<file path="src/rtl/rv32_instr_encoder.sv">
// rtl/rv32_instr_encoder.sv - packs field-level RV32I requests into 32-bit words for the imem fill path
//
// Purpose: checks and encodes one instruction request per cycle. The request
// is held in a single output register until the sink accepts it. Each
// delivered word carries a write address that steps by ADDR_STEP.
//
// Ports:
//   clk, reset     system clock, synchronous active-high reset
//   clear          synchronous flush: empties the pipe, reloads the address, zeroes counters and err
//   in_valid       request valid; in_ready = !out_valid || out_ready
//   in_fmt         0=R 1=I 2=S 3=B 4=U 5=J (6,7 illegal)
//   in_opcode, in_rd, in_rs1, in_rs2, in_funct3, in_funct7, in_imm   instruction fields
//   out_valid/out_ready/out_word/out_addr   encoded word and its byte address
//   word_count     delivered words, saturating
//   err, err_count sticky reject flag and saturating reject count
module rv32_instr_encoder #(
   parameter logic [31:0] BASE_ADDR = 32'h0000_0000,
   parameter logic [31:0] ADDR_STEP = 32'd4
) (
   input  logic        clk,
   input  logic        reset,
   input  logic        clear,
   input  logic        in_valid,
   output logic        in_ready,
   input  logic [2:0]  in_fmt,
   input  logic [6:0]  in_opcode,
   input  logic [4:0]  in_rd,
   input  logic [4:0]  in_rs1,
   input  logic [4:0]  in_rs2,
   input  logic [2:0]  in_funct3,
   input  logic [6:0]  in_funct7,
   input  logic [31:0] in_imm,
   output logic        out_valid,
   input  logic        out_ready,
   output logic [31:0] out_word,
   output logic [31:0] out_addr,
   output logic [15:0] word_count,
   output logic        err,
   output logic [7:0]  err_count
);

   localparam logic [2:0] FMT_R = 3'd0;
   localparam logic [2:0] FMT_I = 3'd1;
   localparam logic [2:0] FMT_S = 3'd2;
   localparam logic [2:0] FMT_B = 3'd3;
   localparam logic [2:0] FMT_U = 3'd4;
   localparam logic [2:0] FMT_J = 3'd5;

   logic [31:0] x;
   logic [31:0] enc_word;
   logic        fmt_bad;
   logic        imm_bad;
   logic        reject;
   logic        accept;
   logic        handshake;

   assign x         = in_imm;
   assign in_ready  = !out_valid || out_ready;
   assign accept    = in_valid && in_ready;
   assign handshake = out_valid && out_ready;

   // A signed N-bit value fits when every bit above N-1 repeats the sign bit.
   always_comb begin
      enc_word = 32'h0;
      fmt_bad  = 1'b0;
      imm_bad  = 1'b0;
      case (in_fmt)
         FMT_R: enc_word = {in_funct7, in_rs2, in_rs1, in_funct3, in_rd, in_opcode};
         FMT_I: begin
            enc_word = {x[11:0], in_rs1, in_funct3, in_rd, in_opcode};
            imm_bad  = (x[31:11] != {21{x[11]}});
         end
         FMT_S: begin
            enc_word = {x[11:5], in_rs2, in_rs1, in_funct3, x[4:0], in_opcode};
            imm_bad  = (x[31:11] != {21{x[11]}});
         end
         FMT_B: begin
            enc_word = {x[12], x[10:5], in_rs2, in_rs1, in_funct3, x[4:1], x[11], in_opcode};
            imm_bad  = (x[31:12] != {20{x[12]}}) || x[0];
         end
         FMT_U: begin
            enc_word = {x[31:12], in_rd, in_opcode};
            imm_bad  = (x[11:0] != 12'h000);
         end
         FMT_J: begin
            enc_word = {x[20], x[10:1], x[11], x[19:12], in_rd, in_opcode};
            imm_bad  = (x[31:20] != {12{x[20]}}) || x[0];
         end
         default: fmt_bad = 1'b1;
      endcase
   end

   assign reject = fmt_bad || imm_bad || (in_opcode[1:0] != 2'b11);

   always_ff @(posedge clk) begin
      if (reset) begin
         out_valid  <= 1'b0;
         out_word   <= 32'h0;
         out_addr   <= BASE_ADDR;
         word_count <= 16'h0;
         err        <= 1'b0;
         err_count  <= 8'h0;
      end else if (clear) begin
         // Pending word and any same-cycle request are discarded uncounted.
         out_valid  <= 1'b0;
         out_addr   <= BASE_ADDR;
         word_count <= 16'h0;
         err        <= 1'b0;
         err_count  <= 8'h0;
      end else begin
         // out_addr always names the slot for the word currently (or next) in the register.
         if (handshake) begin
            out_valid <= 1'b0;
            out_addr  <= out_addr + ADDR_STEP;
            if (word_count != 16'hFFFF) begin
               word_count <= word_count + 16'd1;
            end
         end
         if (accept) begin
            if (reject) begin
               err <= 1'b1;
               if (err_count != 8'hFF) begin
                  err_count <= err_count + 8'd1;
               end
            end else begin
               out_valid <= 1'b1;
               out_word  <= enc_word;
            end
         end
      end
   end

endmodule
</file>
<file path="config.mk">
export PLATFORM = sky130hd
export DESIGN_NAME = rv32_instr_encoder
export DESIGN_NICKNAME = d
export VERILOG_FILES = /design/src/rtl/rv32_instr_encoder.sv
export SDC_FILE = /design/constraint.sdc
export NUM_CORES = 1
export LEC_CHECK = 0
export CAP_MARGIN = 20
export CORE_MARGIN = 1.5
export CORE_UTILIZATION = 65
export CTS_CLUSTER_DIAMETER = 120
export CTS_CLUSTER_SIZE = 25
export DETAILED_ROUTE_END_ITERATION = 10
export DONT_BUFFER_PORTS = 1
export PLACE_DENSITY = 0.93
export SLEW_MARGIN = 10
export SYNTH_ARGS = -nofsm -noshare
export SYNTH_HDL_FRONTEND = slang
export SYNTH_SLANG_ARGS = --single-unit
</file>
<file path="constraint.sdc">
create_clock -name clk -period 5.88 [get_ports clk]
set_input_delay 1.47 -clock clk [delete_from_list [all_inputs] [get_ports clk]]
set_output_delay 1.47 -clock clk [all_outputs]
set_load 0.03 [all_outputs]
</file>
# [After elaboration in Yosys (flattened, before gate mapping)]
# Index checks and enable logic that the tools add are counted.
[classes] eq_ne=11 muxes=6 n_addsub=3 reduce_logical=17 n_bitwise=2
[ops] op="32-bit one-hot mux with 6 select lines" n=1
[ops] op="32-bit by 3-bit adder with 32-bit output (second input constant)" n=1
[ops] op="20-bit inequality test" n=1
[ops] op="19-bit inequality test" n=1
[ops] op="16-bit by 1-bit adder with 16-bit output (second input constant)" n=1
[ops] op="16-bit inequality test (second input constant)" n=1
[ops] op="12-bit nonzero test" n=1
[ops] op="11-bit inequality test" n=1
[ops] op="8-bit by 1-bit adder with 8-bit output (second input constant)" n=1
[ops] op="8-bit inequality test (second input constant)" n=1
[ops] op="3-bit by 2-bit == test with 1-bit output (second input constant)" n=2
[ops] op="3-bit == test (second input constant)" n=2
[ops] op="3-bit AND reduction" n=2
[ops] op="6-bit OR reduction" n=1
[ops] op="1-bit logical OR" n=5
[ops] op="1-bit 2-to-1 mux" n=4
[ops] op="1-bit one-hot mux with 4 select lines" n=1
[ops] op="2-bit AND reduction" n=2
[ops] op="2-bit OR reduction" n=2
[ops] op="3-bit by 1-bit == test with 1-bit output (second input constant)" n=1
[ops] op="3-bit zero test" n=1
[ops] op="1-bit logical AND" n=2
[ops] op="2-bit inequality test (second input constant)" n=1
[ops] op="1-bit inverter" n=2
[ops] op="1-bit zero test" n=1
[totals] inputBits=72 regBits=90 output_inout_bits=91 word_cells=45

# [Logic depth before layout (Yosys ltp)]
# Gate-level depths: netlist of run 1.
[depth] ltp_word=7 mapped_depth=10 mapped_depth_nobuf=8

# [Worst setup path after synthesis of run 1]
# No wires, ideal clock.
[synth_timing] path_kind="in2reg" start="in in_imm[20]" end="reg out_word[10]" arrival_time_ns=3.308 t_required_ns=5.799 path_buffers=2 setup_ns=0.081 path_slack_ns=2.491 path_stages=9 path_cell_list="or4_4 nor4_2 mux2i_1 a211oi_2 and3_1 buf_4 buf_6 nor2_1 a211oi_2"
[synth_between] elab_chain_len=7 elab_cells_between_ends=10 classes_between="3 x eq/ne; 1 x mux; 1 x bitwise; 5 x reduce/logical"
[synth_lines] item="start: declaration" line="32" text="input logic [31:0] in_imm,"
[synth_lines] item="19-bit inequality test / 11-bit inequality test (equally long branches)" line="79, 87"
[synth_lines] item="1-bit logical OR (on tied branches)" line="79, 87"
[synth_lines] item="1-bit one-hot mux with 4 select lines *" line="67" text="case (in_fmt)"
[synth_lines] item="1-bit logical OR * (2 in series)" line="93" text="assign reject = fmt_bad || imm_bad || (in_opcode[1:0] != 2'b11);"
[synth_lines] item="1-bit inverter (no line) *"
[synth_lines] item="3-bit AND reduction (no line) *"
[synth_lines] item="end signal: assignment" line="127" text="out_word <= enc_word;"
[synth_lines] item="end: declaration" line="35" text="output logic [31:0] out_word,"
# Every way passes the cells marked *; elsewhere a longest branch is shown, timed or not.
# A chain may end at the register's enable or synchronous reset.

# [Worst setup path after layout of run 1]
[layout_timing] start="in in_imm[21]" end="reg out_word[10]"
# The elaborated chain is that of the path after synthesis.

==> flow_metrics.tcl, run 1 <==
set metrics [dict create \
    period_needed_ns 3.731 \
    skew_ns 0.01229 \
    syn2layout_area_growth_pct 2.437 \
    max_stage_delay_ns 0.74 \
    final_cells 608 \
    critPathCapture "out_word[10]" \
    tritoncts "done" \
    cpMostUsedCell "a211oi_2" \
    netlist_top_cells_area "dfxtp_1 (39%), nor2_1 (8.8%), a211oi_2 (7.2%)" \
    worstSetupStartpoint "in_imm[21]" \
    antenna_found_initial 0 \
    crit_buf_inv 0 \
    reg2reg_slack_ns 3.00 \
    hold_viol 0 \
    fp.dieArea_mm2 0.007460 \
    netlist_area_mm2 0.004518 \
    antenna_left 0 \
    seq_area_mm2 0.001762 \
    ys.flop_type "dfxtp_1" \
    hold_start "out_word[4]" \
    r2r-start "out_addr[7]" \
    dr.first_iter.drc_count 139 \
    crit_path_cell_trace "or4_1, nor4_2, mux2i_1, a211oi_2, and3_4, nor2_1, a211oi_2" \
    syn_inst 545 \
    cp-end-kind "flop" \
    fin_tns_setup_ns 0 \
    root_buffer "clkbuf_8" \
    postCtsSetupBuffers 0 \
    placed_area_mm2 0.004442 \
    path_max_fanout 62 \
    drt_drc_violations_left 0 \
    maxCapViolCount 0 \
    vias 3968 \
    powerDensity_mw_per_mm2 228.2 \
    drt_wl_total_um 11080 \
    multi_input_area_mm2 0.002569 \
    synth_xor_area_share_pct 7.366 \
    yosysTopAreaCell "dfxtp_1" \
    yosys.area_share.adder_pct 0.8308 \
    dr.pass1.iters 4 \
    p_seq_share_pct 57.9 \
    synth_top_family_by_area "simple AND/OR/NAND/NOR gates" \
    critical_path_class "input pin to flop" \
    crit_required_ns 6.14 \
    drt-wirelength-per-cell_um 18.22 \
    port_buffers 0 \
    p_leak_uw 0.001514 \
    rsz0062_at_grt "false" \
    die_x_um 86.37 \
    nets 598 \
    switchingPower_uw 271.6 \
    slowest_stage "and3_4" \
    cts.hold.buffers_added 0 \
    start_kind "input pin" \
    path_delay_family "simple AND/OR/NAND/NOR gates" \
    r2r-end "out_addr[30]" \
    p_comb_share_pct 6.4 \
    intPower_uw 784.5 \
    synth-compound-area-share_pct 18.14 \
    grt_pass1_wl_um 17170 \
    dp.cells 592 \
    run_status "finished, final reports clean" \
    htreeDepth 3 \
    synth-simple-area-share_pct 27.67 \
    grt.overflow.total 0 \
    avgViaCountPerCell 6.526 \
    final_core_util_pct 68.50 \
    clock_latency_ns 0.35 \
    start_util_pct 66.87 \
    synthArstFlopShare_pct 0 \
    vdd_drop_max_mv 0.1735 \
    place_congestion 0.9149 \
    ys_seq_elements 88 \
    synth_top_cell_area_share_pct 38.99 \
    synth_common_cells "nor2_1 (106), dfxtp_1 (88), a21oi_1 (50), nand2_1 (35), xor2_1 (29)" \
    drive_gt1_share_pct 9.848 \
    cts_buffer_depth 2 \
    yosysMostFrequentCell "nor2_1" \
    grt_max_degree 63 \
    track_usage_pct 28.88 \
    die_y_um 86.37 \
    antenna_cells 0 \
    core-area_mm2 0.006756 \
    slew_viol_final 0 \
    io_pins 163 \
    critPathArrivalTime_ns 4.00 \
    postLayoutCellArea_mm2 0.004628 \
    fillers 525 \
    tritoncts.num_buffers 9 \
    syn_area_per_cell_um2 8.290 \
    dp_hpwl_um 8236 \
    muxShareOfSynthArea_pct 2.492 \
    ys_types 48 \
    worstMarginPinSlew_ns 0.9906 \
    clk_pin_slew_ns 0.09 \
    cts-resized-gates 0 \
    relSlewSlack_pct 33.96 \
    clkSinkCount 88 \
    crit_cells 7 \
    synth_seq_area_share_pct 38.99 \
    rows 30 \
    fmax_ghz 0.2680 \
    synth_warnings 0 \
    setup_viol 0 \
    post-route-period-util_pct 63.45 \
    hold_class "flop to flop" \
    synth_edf_count 0 \
    first_global_vias 3651 \
    power_frac_clock_pct 35.8 \
    r2r_cells 7 \
    switching_share_pct 25.72 \
]
## how the worst min path moves through the flow
stage / to / slack [ns] / depth (start not counted)
finish: out_word[4] / 0.64 / 2
global route: err / 0.66 / 2
floorplan: out_word[4] / 0.59 / 2
detailed placement: out_word[4] / 0.62 / 2
CTS: out_word[4] / 0.64 / 2
global placement: out_word[1] / 0.62 / 2
## cell families (layout without fill, tap and decap cells)
| family | Yosys count | after routing |
|---|---|---|
| adders and majority gates | 3 | 3 |
| muxes | 11 | 11 |
| and+or+nand+nor | 256 | 256 |
| xor gates and xnor gates | 38 | 38 |
| buffers and inverters | 39 | 21 |
| AOI/OAI and AO/OA | 109 | 109 |
| other | 1 | 2 |
| DFF | 88 | 88 |
## through the flow
step	hold slack, ns	total power, uW	worst slack [ns]
CTS	0.6388	1063	1.860
global route	0.6561	1098	2.008
floorplan	0.5926	694.0	2.491
global placement	0.6172	689.0	1.756
detailed placement	0.6233	691.5	1.517
finish	0.6382	1056	2.149
## placed cells by master, fill, tap and decap left out, types with 2 or more instances in the layout
cell and count:
nand2_1 35, conb_1 2, inv_1 5, and3_1 8
a41o_1 5, ha_1 3, nor4_1 7, a21oi_1 49
or4_1 3, and2_1 3, o22ai_1 2, a211oi_2 26
clkbuf_8 9, nand2b_1 6, mux2_2 2, xor2_1 29
nor3_1 7, dfxtp_1 88, a31oi_1 4, or3_1 12
nand3_1 24, clkinv_4 3, nor2_1 106, o21ai_0 8
mux2i_1 9, xnor2_1 9, a22oi_1 4, a211oi_1 3
or2_2 2, nand4_1 14, nor2b_1 18, and4_1 4
o2111ai_1 2, inv_6 2
## tightest hold or removal path, cell delays in order (launching register included)
cell and delay, ns:
dfxtp_1 0.43, nand2b_1 0.12, a21oi_1 0.06
## routing by layer
metal / GRT usage [%] / wire length [um]
met5: 0 / 0
met1: 32.15 / 4115
met3: 9.524 / 1032
met4: 11.88 / 361
met2: 50.64 / 5567
## flip-flops by register name, indices dropped and copies added, names as in the netlist
signal,flops
out_addr,30
err_count,8
out_valid,1
err,1
word_count,16
out_word,32
## area by class of cell
type	instances	share of cell area, %
multi-input combinational	419	55.50
sequential	88	38.06
clock buffer	10	2.757
tap	80	2.163
clock inverter	6	1.108
inverter	5	0.4055
## power groups by stage
| stage | sequential, uW | clock [uW] | combinational, uW |
|---|---|---|---|
| 2_1_floorplan | 624 | 0 | 70.0 |
| 3_3_place_gp | 625 | 0 | 63.9 |
| 3_5_place_dp | 625 | 0 | 66.2 |
| 4_1_cts | 611 | 386 | 66.4 |
| 5_1_grt | 612 | 412 | 74.2 |
| 6_report | 611 | 378 | 67.3 |
(Power assumes the default switching activity.)
==> run 2, diff against run 1 <==
Settings changed: ABC_AREA from default to 1, CORE_UTILIZATION 65 to 64, PLACE_DENSITY 0.93 to 0.92.
Clock period 5.88 ns to 3.75 ns, I/O delays scaled along.
==> flow_metrics.tcl, run 2 <==
set metrics [dict create \
    fp.dieArea_mm2 0.008250 \
    fin_tns_setup_ns 0 \
    nets 869 \
    synthArstFlopShare_pct 0 \
    hold_ws_ns 0.6223 \
    reg2reg_slack_ns 1.23 \
    synth_top_cell_area_share_pct 35.68 \
    start_kind "input pin" \
    top_regs "out_word (32), out_addr (30), word_count (16)" \
    fmax_ghz 0.3551 \
    track_usage_pct 31.39 \
    drt_wl_total_um 13010 \
    path_max_fanout 26 \
    switching_share_pct 28.47 \
    postCtsSetupBuffers 0 \
    tritoncts.num_buffers 9 \
    cts-resized-gates 0 \
    synth_warnings 0 \
    core-area_mm2 0.007370 \
    cts.hold.buffers_added 0 \
    place_congestion 0.9610 \
    netlist_area_mm2 0.004937 \
    ys_seq_elements 88 \
    dp_hpwl_um 10050 \
    relSlewSlack_pct 40.05 \
    die_y_um 90.83 \
    dr.pass1.iters 5 \
    netlist_top_cells_area "dfxtp_1 (36%), nand2_1 (16%), nor2_1 (11%)" \
    tritoncts "done" \
    grt.overflow.total 0 \
    ys_types 40 \
    setup_viol 0 \
    vias 4976 \
    io_pins 163 \
    mostFrequentLayoutCell "nand2_1" \
    post-route-period-util_pct 75.10 \
    max_stage_delay_ns 0.55 \
    dr.first_iter.drc_count 286 \
    hold_class "flop to flop" \
    start_util_pct 66.99 \
    rows 31 \
    layout_common_cells "nand2_1 (212), nor2_1 (151), inv_1 (110)" \
    antenna_left 0 \
    clkSinkCount 88 \
    cts_buffer_depth 2 \
    largest-register "out_word" \
    critPathArrivalTime_ns 3.11 \
    period_needed_ns 2.816 \
    power_frac_clock_pct 35.5 \
    grt_pass1_wl_um 21260 \
    syn_area_per_cell_um2 6.172 \
    powerDensity_mw_per_mm2 336.5 \
    slew_viol_final 0 \
    die_x_um 90.83 \
    vdd_drop_max_mv 0.2040 \
    synth_edf_count 0 \
    worstMarginPinSlew_ns 0.8982 \
    drt_drc_violations_left 0 \
    yosysMostFrequentCell "nand2_1" \
    maxCapViolCount 0 \
    root_buffer "clkbuf_8" \
    p_comb_share_pct 8.4 \
    clk_pin_slew_ns 0.10 \
    switchingPower_uw 493.9 \
    clock_latency_ns 0.35 \
    skew_ns 0.01170 \
    crit_path_cell_trace "inv_2, nor2_2, nand2_1, inv_2, nand2_1, nand2_1, a21oi_2, nand4_2, buf_4, nand2_1, nand2_1, nor2_1" \
    slowest_stage "nand4_2" \
    antenna_found_initial 0 \
    port_buffers 0 \
    drt-wirelength-per-cell_um 14.49 \
    htreeDepth 3 \
    synth_seq_area_share_pct 35.68 \
    grt_max_degree 31 \
    largest_register_ffs 32 \
    run_status "finished, final reports clean" \
    syn2layout_area_growth_pct 4.409 \
    hold_viol 0 \
    yosysTopAreaCell "dfxtp_1" \
    p_leak_uw 0.002236 \
    cp-end-kind "flop" \
    synth_common_cells "nand2_1 (212), nor2_1 (151), inv_1 (110), dfxtp_1 (88), o21ai_0 (36)" \
    first_global_vias 4799 \
    avgViaCountPerCell 5.541 \
    syn_inst 800 \
    drive_gt1_share_pct 4.881 \
    antenna_cells 0 \
    fillers 659 \
    ys.flop_type "dfxtp_1" \
    intPower_uw 1241 \
    cpMostUsedCell "nand2_1" \
    p_seq_share_pct 56.1 \
    crit_required_ns 4.04 \
    critical_path_class "input pin to flop" \
    rsz0062_at_grt "false" \
]
-- run 2: critical path, delay by kind of cell --
kind	cells	cell delay, ns
AND/OR/NAND/NOR	8	1.26
buffers and inverters	3	0.73
AO/OA/AOI/OAI	1	0.17
-- run 2: layout make-up --
class	instances	area (um^2)	share of cell area (%)
multi-input combinational	573	2616	50.75
sequential	88	1762	34.17
inverter	118	442.9	8.592
clock buffer	10	127.6	2.476
tap	99	123.9	2.403
clock inverter	6	52.55	1.019
timing repair buffer	4	30.03	0.5825
-- run 2: cells by family (layout without fill, tap and decap cells) --
kind of cell             Yosys count  in the layout  share of synthesized area (%)
adder cells (fa/ha/maj)            3              3                         0.7603
flip-flops                        88             88                          35.68
AND/OR/NAND/NOR                  460            460                          38.87
buffers and inverters            140            138                          11.40
other                              1              2                        0.07595
AO/OA/AOI/OAI                     95             95                          10.90
XOR/XNOR                          13             13                          2.306
-- run 2: path summary, 6_finish.rpt --
check | from | end | cells past startpoint
setup / recovery | in_fmt[2] | out_word[9] | 12
hold / removal | out_addr[8] | out_addr[8] | 2
setup reg to reg | out_addr[2] | out_addr[30] | 11
hold reg to reg | out_addr[8] | out_addr[8] | 2
-- run 2: power by group through the flow --
stage | Clock [uW] | Combinational, uW | Sequential, uW
6_report | 616 | 146 | 973
3_5_place_dp | 0 | 143 | 995
2_1_floorplan | 0 | 119 | 992
3_3_place_gp | 0 | 140 | 995
5_1_grt | 657 | 166 | 975
4_1_cts | 621 | 144 | 973
-- run 2: metrics by stage --
step           instance area (um^2)  total power [uW]  worst slack (ns)  util, %  cells
5_1_grt                        5155              1797            0.7488    69.95    898
4_1_cts                        5155              1738            0.9890    69.95    898
2_1_floorplan                  4941              1111             1.371        -    801
6_report                       5155              1735            0.9336    69.95    898
3_3_place_gp                   4975              1135            0.7076    67.50    882
3_5_place_dp                   4975              1138            0.6253    67.50    882
-- run 2: routing by layer --
layer	wire, um	share of wire (%)	global-route usage [%]
met3	1408	11	8.838
met2	5858	45	51.57
met4	292	2.2	12.89
met5	0	0	0
met1	5451	42	38.54
==> run 3, diff against run 2 <==
Settings changed: CORE_UTILIZATION 64 to 58, PLACE_DENSITY 0.92 to 0.88.
Clock period 3.75 ns to 2.5 ns, I/O delays scaled along.
==> flow_metrics.tcl, run 3 (synthesized netlist as in run 2, its figures left out) <==
set metrics [dict create \
    hold_viol 0 \
    fin_ws_ns 0.4301 \
    tritoncts.num_buffers 9 \
    cp-end-kind "flop" \
    clock_latency_ns 0.34 \
    dp.cells 913 \
    postLayoutCellArea_mm2 0.005375 \
    cpMostUsedCell "nand2_1" \
    largest-register "out_word" \
    port_buffers 0 \
    r2r_cells 12 \
    start_util_pct 60.09 \
    p_comb_share_pct 8.5 \
    first_global_vias 4664 \
    drt_wl_total_um 12700 \
    postCtsSetupBuffers 0 \
    intPower_uw 1973 \
    core-area_mm2 0.008217 \
    grt_pass1_wl_um 19850 \
    worstMarginPinSlew_ns 0.6522 \
    cts_buffer_depth 2 \
    grt_use_met1_pct 32.51 \
    io_pins 163 \
    run_status "finished, final reports clean" \
    rsz0062_at_grt "false" \
    final_cells 927 \
    critical_path_class "flop to flop" \
    antenna_left 0 \
    p_seq_share_pct 54.9 \
    root_buffer "clkbuf_8" \
    fin_tns_setup_ns 0 \
    hold_start "reset" \
    place_congestion 0.9379 \
    hold_depth 1 \
    switching_share_pct 25.46 \
    rows 33 \
    drive_gt1_share_pct 7.664 \
    dp_hpwl_um 10010 \
    slowest_stage "dfxtp_1" \
    tritoncts "done" \
    post-route-period-util_pct 82.80 \
    hold_class "input pin to flop" \
    powerDensity_mw_per_mm2 492.4 \
    grt.overflow.total 0 \
    critPathArrivalTime_ns 2.34 \
    cts-resized-gates 0 \
    maxCapViolCount 0 \
    die_x_um 95.27 \
    largest_register_ffs 32 \
    p_leak_uw 0.002388 \
    die_y_um 95.27 \
    placed_area_mm2 0.005182 \
    track_usage_pct 27.61 \
    setup_viol 0 \
    max_stage_delay_ns 0.34 \
    dr.first_iter.drc_count 251 \
    seq_area_mm2 0.001762 \
    dr.pass1.iters 4 \
    clk_pin_slew_ns 0.08 \
    path_max_fanout 7 \
    cts.hold.buffers_added 0 \
    skew_ns 0.01586 \
    period_needed_ns 2.070 \
    antenna_cells 0 \
    pre_cts_ws_ns 0.1576 \
    reg2reg_slack_ns 0.43 \
    layout_common_cells "nand2_1 (212), nor2_1 (151), inv_1 (110)" \
    busiest_layer "met2" \
    start_kind "flop" \
    switchingPower_uw 673.9 \
    multi_input_area_mm2 0.002616 \
    hold_ws_ns 0.3557 \
    vias 5012 \
    nets 894 \
    r2r-end "out_addr[31]" \
    whs_endpoint "out_word[0]" \
    fp.dieArea_mm2 0.009075 \
    grt_max_degree 57 \
    crit_required_ns 2.77 \
    htreeDepth 3 \
    mostFrequentLayoutCell "nand2_1" \
    relSlewSlack_pct 56.18 \
    avgViaCountPerCell 5.407 \
    grt.met2_usage_pct 47.22 \
    antenna_found_initial 0 \
    top_regs "out_word (32), out_addr (30), word_count (16)" \
    crit_path_cell_trace "nand2_1, inv_2, nand2_1, nor2_2, nand2_1, nor2_1, nand2_1, nor2_1, nand4_1, o21ai_0, nand2_1, a21oi_1" \
    drt_drc_violations_left 0 \
    drt-wirelength-per-cell_um 13.70 \
    power_frac_clock_pct 36.6 \
    r2r-start "out_valid" \
    clkSinkCount 88 \
    fmax_ghz 0.4831 \
    vdd_drop_max_mv 0.3481 \
    slew_viol_final 0 \
    syn2layout_area_growth_pct 8.870 \
    grt_use_met3_pct 7.656 \
    fillers 763 \
]
run 3: changes by cell type in the layout (fill, tap and decap cells not counted):
cell	previous run	this run
buf_12	0	1
buf_4	4	28
inv_8	1	0
clkinv_4	2	1
bufinv_16	0	1
clkbuf_8	9	10
clkbuf_1	1	0
clkinvlp_4	2	1
run 3: critical path, delay by kind of cell (launching register included):
kind	cells	cell delay, ns
flops	1	0.34
buf+inv	1	0.14
simple gates	9	1.17
compound gates	2	0.35
run 3: routing by layer:
layer / share of wire, % / vias up
li1: - / 2541
met3: 10 / 23
met4: 2.1 / 0
met2: 48 / 236
met1: 40 / 2212
met5: 0 / -
run 3: power groups by stage:
stage | clock network [uW] | registers, uW | logic, uW
2_1_floorplan | 0 | 1490 | 179
3_3_place_gp | 0 | 1490 | 215
3_5_place_dp | 0 | 1490 | 223
4_1_cts | 992 | 1450 | 224
5_1_grt | 1060 | 1460 | 255
6_report | 969 | 1450 | 225
run 3: how the worst max path moves through the flow:
stage,slack [ns],start,end
after floorplan,0.41,out_addr[2],out_addr[30]
after global placement,0.27,out_ready,out_addr[31]
after detailed placement,0.16,out_ready,out_addr[29]
after CTS,0.44,out_valid,out_addr[31]
after global routing,0.11,out_valid,out_addr[29]
final,0.43,out_valid,out_addr[31]
run 3: cell type report:
class,count,area share (%)
timing repair buffer,29,4.283
clock inverter,4,1.024
clock buffer,10,2.561
tap,105,2.444
inverter,118,8.240
sequential,88,32.77
multi-input combinational,573,48.67
run 3: metrics by stage:
stage               util, %  total power [uW]
CTS                   65.42              2669
detailed placement    63.07              1709
finish                65.42              2647
global route          65.42              2766
global placement      63.07              1700
floorplan                 -              1667
